--- config.mk ---
export PLATFORM = sky130hd
export DESIGN_NAME = mem_march_initiator_flat
export DESIGN_NICKNAME = d
export VERILOG_FILES = /design/src/rtl/mem_march_initiator_if.sv /design/src/rtl/mem_march_initiator.sv /design/src/flat_wrapper.sv
export SDC_FILE = /design/constraint.sdc
export NUM_CORES = 1
export LEC_CHECK = 0
export ABC_AREA = 1
export CAP_MARGIN = 10
export CORE_ASPECT_RATIO = 1.25
export CORE_MARGIN = 2
export CORE_UTILIZATION = 55
export CTS_CLUSTER_SIZE = 8
export DETAILED_ROUTE_END_ITERATION = 10
export PLACE_DENSITY = 0.88
export SYNTH_ARGS = -nofsm -noshare
export SYNTH_HDL_FRONTEND = slang
export SYNTH_SLANG_ARGS = --single-unit
--- constraint.sdc ---
create_clock -name clk -period 5.1 [get_ports clk]
set_clock_uncertainty 0.05 [all_clocks]
set_input_delay 0.765 -clock clk [delete_from_list [all_inputs] [get_ports clk]]
set_output_delay 0.765 -clock clk [all_outputs]
set_load 0.02 [all_outputs]
--- src/rtl/mem_march_initiator_if.sv ---
// rtl/mem_march_initiator_if.sv - pin bundle between the march initiator and the byte-wide DFF memory
//   mem_addr  : location presented to the memory this cycle
//   mem_wr_en : write strobe for mem_addr
//   mem_wdata : byte written when mem_wr_en is high
//   mem_rdata : registered read data for the address presented in the previous cycle
//   master    : initiator side, drives address/strobe/data and samples rdata
//   slave     : memory side
interface mem_march_initiator_if #(
  parameter int ADDR_BITS = 5
);
  logic [ADDR_BITS-1:0] mem_addr;
  logic                 mem_wr_en;
  logic [7:0]           mem_wdata;
  logic [7:0]           mem_rdata;

  modport master (
    output mem_addr,
    output mem_wr_en,
    output mem_wdata,
    input  mem_rdata
  );

  modport slave (
    input  mem_addr,
    input  mem_wr_en,
    input  mem_wdata,
    output mem_rdata
  );
endinterface

--- src/rtl/mem_march_initiator.sv ---
// rtl/mem_march_initiator.sv - three-phase march test (W0, R0W1, R1) initiator for the byte-wide DFF memory
//   clk, rst   : single clock, synchronous active-high reset
//   start      : begins a test when idle or done; pattern is latched at that edge
//   pattern    : background byte P
//   mem        : memory pin bundle (master side), all outputs registered
//   busy       : high from W0 through DRAIN
//   done, pass : done is a level until the next accepted start; pass = no mismatches
//   err_count  : saturating mismatch count
//   fail_addr  : address of the first mismatch
//   fail_data  : byte read back at the first mismatch
module mem_march_initiator #(
  parameter int RAM_BYTES = 32,
  parameter int ADDR_BITS = $clog2(RAM_BYTES)
) (
  input  logic                 clk,
  input  logic                 rst,
  input  logic                 start,
  input  logic [7:0]           pattern,
  mem_march_initiator_if.master mem,
  output logic                 busy,
  output logic                 done,
  output logic                 pass,
  output logic [7:0]           err_count,
  output logic [ADDR_BITS-1:0] fail_addr,
  output logic [7:0]           fail_data
);

  localparam logic [ADDR_BITS-1:0] LAST_ADDR = ADDR_BITS'(RAM_BYTES - 1);

  typedef enum logic [2:0] {
    IDLE,
    W0,
    R0W1,
    R1,
    DRAIN,
    DONE
  } state_t;

  state_t               state;
  logic [7:0]           pat;

  // Compare stage: describes the read issued in the previous cycle.
  logic                 cmp_valid;
  logic [7:0]           cmp_exp;
  logic [ADDR_BITS-1:0] cmp_addr;

  logic                 mismatch;
  logic [7:0]           err_next;

  always_comb begin
    mismatch = cmp_valid && (mem.mem_rdata != cmp_exp);
    err_next = err_count;
    if (mismatch && (err_count != 8'hFF)) begin
      err_next = err_count + 8'd1;
    end
  end

  always_ff @(posedge clk) begin
    if (rst) begin
      state         <= IDLE;
      pat           <= 8'h00;
      mem.mem_addr  <= '0;
      mem.mem_wr_en <= 1'b0;
      mem.mem_wdata <= 8'h00;
      busy          <= 1'b0;
      done          <= 1'b0;
      pass          <= 1'b0;
      err_count     <= 8'h00;
      fail_addr     <= '0;
      fail_data     <= 8'h00;
      cmp_valid     <= 1'b0;
      cmp_exp       <= 8'h00;
      cmp_addr      <= '0;
    end else begin
      // The compare stage runs every cycle regardless of state, so the last
      // read of one phase is checked while the next phase is already issuing.
      cmp_valid <= (state == R0W1) || (state == R1);
      cmp_exp   <= (state == R0W1) ? pat : ~pat;
      cmp_addr  <= mem.mem_addr;
      err_count <= err_next;
      if (mismatch && (err_count == 8'h00)) begin
        fail_addr <= cmp_addr;
        fail_data <= mem.mem_rdata;
      end

      case (state)
        IDLE, DONE: begin
          if (start) begin
            pat           <= pattern;
            done          <= 1'b0;
            pass          <= 1'b0;
            err_count     <= 8'h00;
            fail_addr     <= '0;
            fail_data     <= 8'h00;
            busy          <= 1'b1;
            mem.mem_addr  <= '0;
            mem.mem_wr_en <= 1'b1;
            mem.mem_wdata <= pattern;
            state         <= W0;
          end
        end
        W0: begin
          if (mem.mem_addr == LAST_ADDR) begin
            mem.mem_addr  <= '0;
            mem.mem_wdata <= ~pat;
            state         <= R0W1;
          end else begin
            mem.mem_addr <= mem.mem_addr + 1'b1;
          end
        end
        R0W1: begin
          // Each write here also returns the old contents, which must be P.
          if (mem.mem_addr == LAST_ADDR) begin
            mem.mem_wr_en <= 1'b0;
            mem.mem_wdata <= 8'h00;
            state         <= R1;
          end else begin
            mem.mem_addr <= mem.mem_addr + 1'b1;
          end
        end
        R1: begin
          // Address stays at LAST_ADDR on entry and descends to 0.
          if (mem.mem_addr == '0) begin
            state <= DRAIN;
          end else begin
            mem.mem_addr <= mem.mem_addr - 1'b1;
          end
        end
        DRAIN: begin
          // The final R1 compare resolves this cycle; err_next is its outcome.
          busy  <= 1'b0;
          done  <= 1'b1;
          pass  <= (err_next == 8'h00);
          state <= DONE;
        end
        default: begin
          state <= IDLE;
        end
      endcase
    end
  end

endmodule

--- src/flat_wrapper.sv ---
// flat-port wrapper written by rule: the top's interface ports become plain ports
module mem_march_initiator_flat 
#(
  parameter int RAM_BYTES = 32,
  parameter int ADDR_BITS = $clog2(RAM_BYTES)
)
  (clk, rst, start, pattern, busy, done, pass, err_count, fail_addr, fail_data, mem_mem_addr, mem_mem_wr_en, mem_mem_wdata, mem_mem_rdata);
  mem_march_initiator_if #(.ADDR_BITS(ADDR_BITS)) mem_i ();
  input  logic clk;
  input  logic rst;
  input  logic start;
  input  logic [7:0] pattern;
  output logic busy;
  output logic done;
  output logic pass;
  output logic [7:0] err_count;
  output logic [ADDR_BITS-1:0] fail_addr;
  output logic [7:0] fail_data;
  output wire logic [$bits(mem_i.mem_addr)-1:0] mem_mem_addr;
  output wire logic [$bits(mem_i.mem_wr_en)-1:0] mem_mem_wr_en;
  output wire logic [$bits(mem_i.mem_wdata)-1:0] mem_mem_wdata;
  input wire logic [$bits(mem_i.mem_rdata)-1:0] mem_mem_rdata;
  assign mem_mem_addr = mem_i.mem_addr;
  assign mem_mem_wr_en = mem_i.mem_wr_en;
  assign mem_mem_wdata = mem_i.mem_wdata;
  assign mem_i.mem_rdata = mem_mem_rdata;
  mem_march_initiator #(.RAM_BYTES(RAM_BYTES), .ADDR_BITS(ADDR_BITS)) u_core (.clk(clk), .rst(rst), .start(start), .pattern(pattern), .mem(mem_i), .busy(busy), .done(done), .pass(pass), .err_count(err_count), .fail_addr(fail_addr), .fail_data(fail_data));
endmodule
==> results.sh <==
export IMPL_status="finished clean"
export IMPL_cp_required_ns=5.30
export IMPL_reg2reg_to="u_core.mem.mem_wdata[3]"
export IMPL_path_cells="clkdlybuf4s50_1, inv_1, nand2_2, a211oi_1"
export IMPL_ant_nets=0
export IMPL_dp_hpwl_um=4680
export IMPL_gp_congestion=0.931
export IMPL_die_x_um=69.3
export IMPL_tritoncts="yes"
export IMPL_pin_count=57
export IMPL_gr_usage_met2_pct=40.4
export IMPL_root_buffer="clkbuf_8"
export IMPL_cp_start_kind="input port"
export IMPL_yosysWarnings=0
export IMPL_crit_buf_inv=2
export IMPL_synth_cell_types=35
export IMPL_tightest_slew_ns=0.729
export IMPL_leakage_nw=1.58
export IMPL_fmax_ghz=0.383
export IMPL_setup_tns_ns=0
export IMPL_clockBufferDepth=2
export IMPL_clk_latency_ns=0.34
export IMPL_reg2reg_depth=9
export IMPL_route_detailed_drc=0
export IMPL_finalPower_mw=1.81
export IMPL_cellPowerDensity_nw_per_um2=493
export IMPL_relSlewSlack_pct=51.4
export IMPL_grt_util_met1_pct=28.0
export IMPL_hold_buffers=0
export IMPL_path_max_fanout=30
export IMPL_antenna_cells=0
export IMPL_synth_top_flop_cell="dfxtp_1"
export IMPL_grt_pass1_wl_um=11300
export IMPL_rsz0062_at_grt="false"
export IMPL_first_pass_iters=4
export IMPL_met3_usage_pct=5.52
export IMPL_antenna_found_initial=0
export IMPL_grt_max_degree=31
export IMPL_synth_seq_cells=63
export IMPL_overflow=0
export IMPL_wl_um=6410
export IMPL_wl_per_cell_um=12.4
export IMPL_ir_drop_mv=0.403
export IMPL_seq_area_sq_um=1260
export IMPL_h_tree_depth=3
export IMPL_arrival_ns=2.82
export IMPL_netlist_instances=397
export IMPL_cap_violations=0
export IMPL_post_cts_resized=0
export IMPL_fin_cells=518
export IMPL_vias=2688
export IMPL_holdCritStartpoint="u_core.fail_data[3]"
export IMPL_whs_ns=0.407
export IMPL_multi_input_area_sq_um=1360
export IMPL_setup_violations_final=0
export IMPL_period_needed_ns=2.61
export IMPL_hold_depth=2
export IMPL_cp_slowest_cell="inv_1"
export IMPL_row_count=29
export IMPL_crit_family="buffers and inverters"
export IMPL_cts_made_buffers=9
export IMPL_post_cts_buffers=0
export IMPL_cts_clk_slew_worst_paths_ns=0.07
export IMPL_min_to="u_core.fail_data[3]"
export IMPL_startpoint="rst"
export IMPL_core_sq_um=5120
export IMPL_dp_cells=502
export IMPL_cts_num_sinks=63
export IMPL_grt_util_all_layers_pct=23.3
export IMPL_max_stage_delay_ns=0.66
export IMPL_finalCritPeriodShare_pct=51.3
export IMPL_worst_setup_path_end_kind="flip-flop"
export IMPL_drt_iter0_markers=169
export IMPL_first_global_vias=2547
export IMPL_slew_viol_final=0
export IMPL_fillers=419
export IMPL_die_area_sq_um=5940
export IMPL_die_y_um=85.7
export IMPL_avgSynthCellArea_sq_um=7.39
export IMPL_syn_area_sq_um=2940
export IMPL_viasPerCell=5.19
export IMPL_busiest_layer="met2"
export IMPL_finalHoldViolations=0
export IMPL_synthArstFlopShare_pct=0
export IMPL_crit_reg2reg_launch="u_core.state[2]"
export IMPL_hp_class="flip-flop to flip-flop"
export IMPL_r2r_setup_slack_ns=3.01
export IMPL_nets=476
export IMPL_critPathKind="input port to flip-flop"
export IMPL_initial_utilization_pct=57.4
export IMPL_syn_nets=422
export IMPL_synth_edf_count=0
export IMPL_area_delta_synth_final_pct=25.4
export IMPL_ys_seq_area_share_pct=43.0
export IMPL_io_buffers=56
export IMPL_drive_above_1_share_pct=8.55
through the flow:
step	util (%)	instance area, sq um	setup WS [ns]
after floorplan	-	2940	3.19
after global placement	68.4	3500	2.26
after detailed placement	68.4	3500	2.14
after CTS	71.9	3680	2.50
after global routing	71.9	3680	2.25
final	71.9	3680	2.49
cells in the mapped netlist, types with 2 or more instances:
cell type / number / area [sq um]
buf_2: 6 / 30.0
xor2_1: 6 / 52.6
a211oi_2: 3 / 37.5
a31oi_1: 2 / 12.5
nor2_1: 67 / 251
inv_1: 58 / 218
nor4_1: 3 / 18.8
buf_6: 2 / 22.5
nand3_2: 2 / 20.0
ha_1: 6 / 75.1
a21oi_1: 22 / 110
nand3_1: 9 / 45.0
a211oi_1: 11 / 82.6
nor2_2: 3 / 18.8
o21ai_2: 2 / 17.5
nand2_2: 4 / 25.0
o22ai_1: 7 / 43.8
clkbuf_1: 4 / 15.0
nor3_1: 2 / 10.0
o21ai_0: 29 / 145
dfxtp_1: 63 / 1260
xnor2_1: 5 / 43.8
inv_2: 4 / 15.0
nand4_1: 7 / 43.8
o21ai_1: 2 / 10.0
nand2_1: 59 / 221
final cells by class:
type | count | area share, %
Timing Repair Buffer | 56 | 15.2
Sequential cell | 63 | 34.3
Clock inverter | 6 | 1.19
Inverter | 63 | 6.49
Multi-Input combinational cell | 258 | 37.0
Clock buffer | 10 | 3.74
Tap cell | 62 | 2.11
state kept, by name, indices dropped and copies added (netlist names):
signal	count
u_core.mem.mem_wdata	8
u_core.cmp_exp	8
u_core.pass	1
u_core.fail_addr	5
u_core.pat	8
u_core.state	3
u_core.err_count	8
u_core.mem.mem_addr	5
u_core.cmp_valid	1
u_core.cmp_addr	5
u_core.fail_data	8
u_core.done	1
u_core.busy	1
u_core.mem.mem_wr_en	1
worst register-to-register path, cell delays in order (launching register included):
cell and delay [ns]:
dfxtp_1 0.45, nor2_1 0.13, inv_1 0.07, nor2_1 0.06, inv_1 0.40, nor2_1 0.14, nor3_4 0.43, inv_4 0.09
nor2_1 0.10, nor2_1 0.06
logic make-up (layout without fill, tap and decap cells):
| group | Yosys count | after routing | synth area share (%) |
|---|---|---|---|
| xor gates and xnor gates | 11 | 11 | 3.28 |
| buffers and inverters | 76 | 135 | 10.7 |
| AOI/OAI and AO/OA | 82 | 82 | 16.8 |
| DFF | 63 | 63 | 43.0 |
| and+or+nand+nor | 158 | 158 | 23.3 |
| adders and majority gates | 6 | 6 | 2.56 |
| muxes | 1 | 1 | 0.384 |
worst max path at each step:
stage                               to  slack (ns)  cells past startpoint
3_5_place_dp       u_core.fail_addr[1]        2.14                      4
3_3_place_gp       u_core.fail_addr[1]        2.26                      4
6_report           u_core.fail_addr[0]        2.49                      4
5_1_grt            u_core.fail_data[0]        2.25                      4
2_1_floorplan  u_core.mem.mem_wdata[0]        3.19                     11
4_1_cts            u_core.fail_addr[0]        2.50                      4
where the power goes:
part | total (mW) | leakage [nW] | switching [mW] | internal, mW
Combinational | 0.741 | 0.973 | 0.467 | 0.274
Clock | 0.384 | 0.0926 | 0.194 | 0.191
Sequential | 0.689 | 0.516 | 0.0850 | 0.605
placed cells by master (no fill, tap or decap), types with 2 or more instances in the layout:
master	instances
a211oi_1	11
nor4_1	3
o21ai_0	29
a211oi_2	3
clkbuf_8	10
nand3_1	9
a31oi_1	2
a21oi_1	22
clkinv_4	2
xor2_1	6
xnor2_1	5
nor2_2	3
clkinv_2	2
dfxtp_1	63
nor3_1	2
ha_1	6
nand4_1	7
o21ai_1	2
nand2_2	4
o21ai_2	2
nor2_1	67
inv_1	58
nand2_1	59
nand3_2	2
inv_2	4
o22ai_1	7
clkdlybuf4s50_1	56
per-layer routing:
| layer | part of all wire, % | vias to the layer above |
|---|---|---|
| li1 | - | 1394 |
| met1 | 44 | 1209 |
| met2 | 49 | 74 |
| met3 | 5.7 | 11 |
| met4 | 1.4 | 0 |
| met5 | 0 | - |
Note: power is estimated with default switching activity, not from simulation.
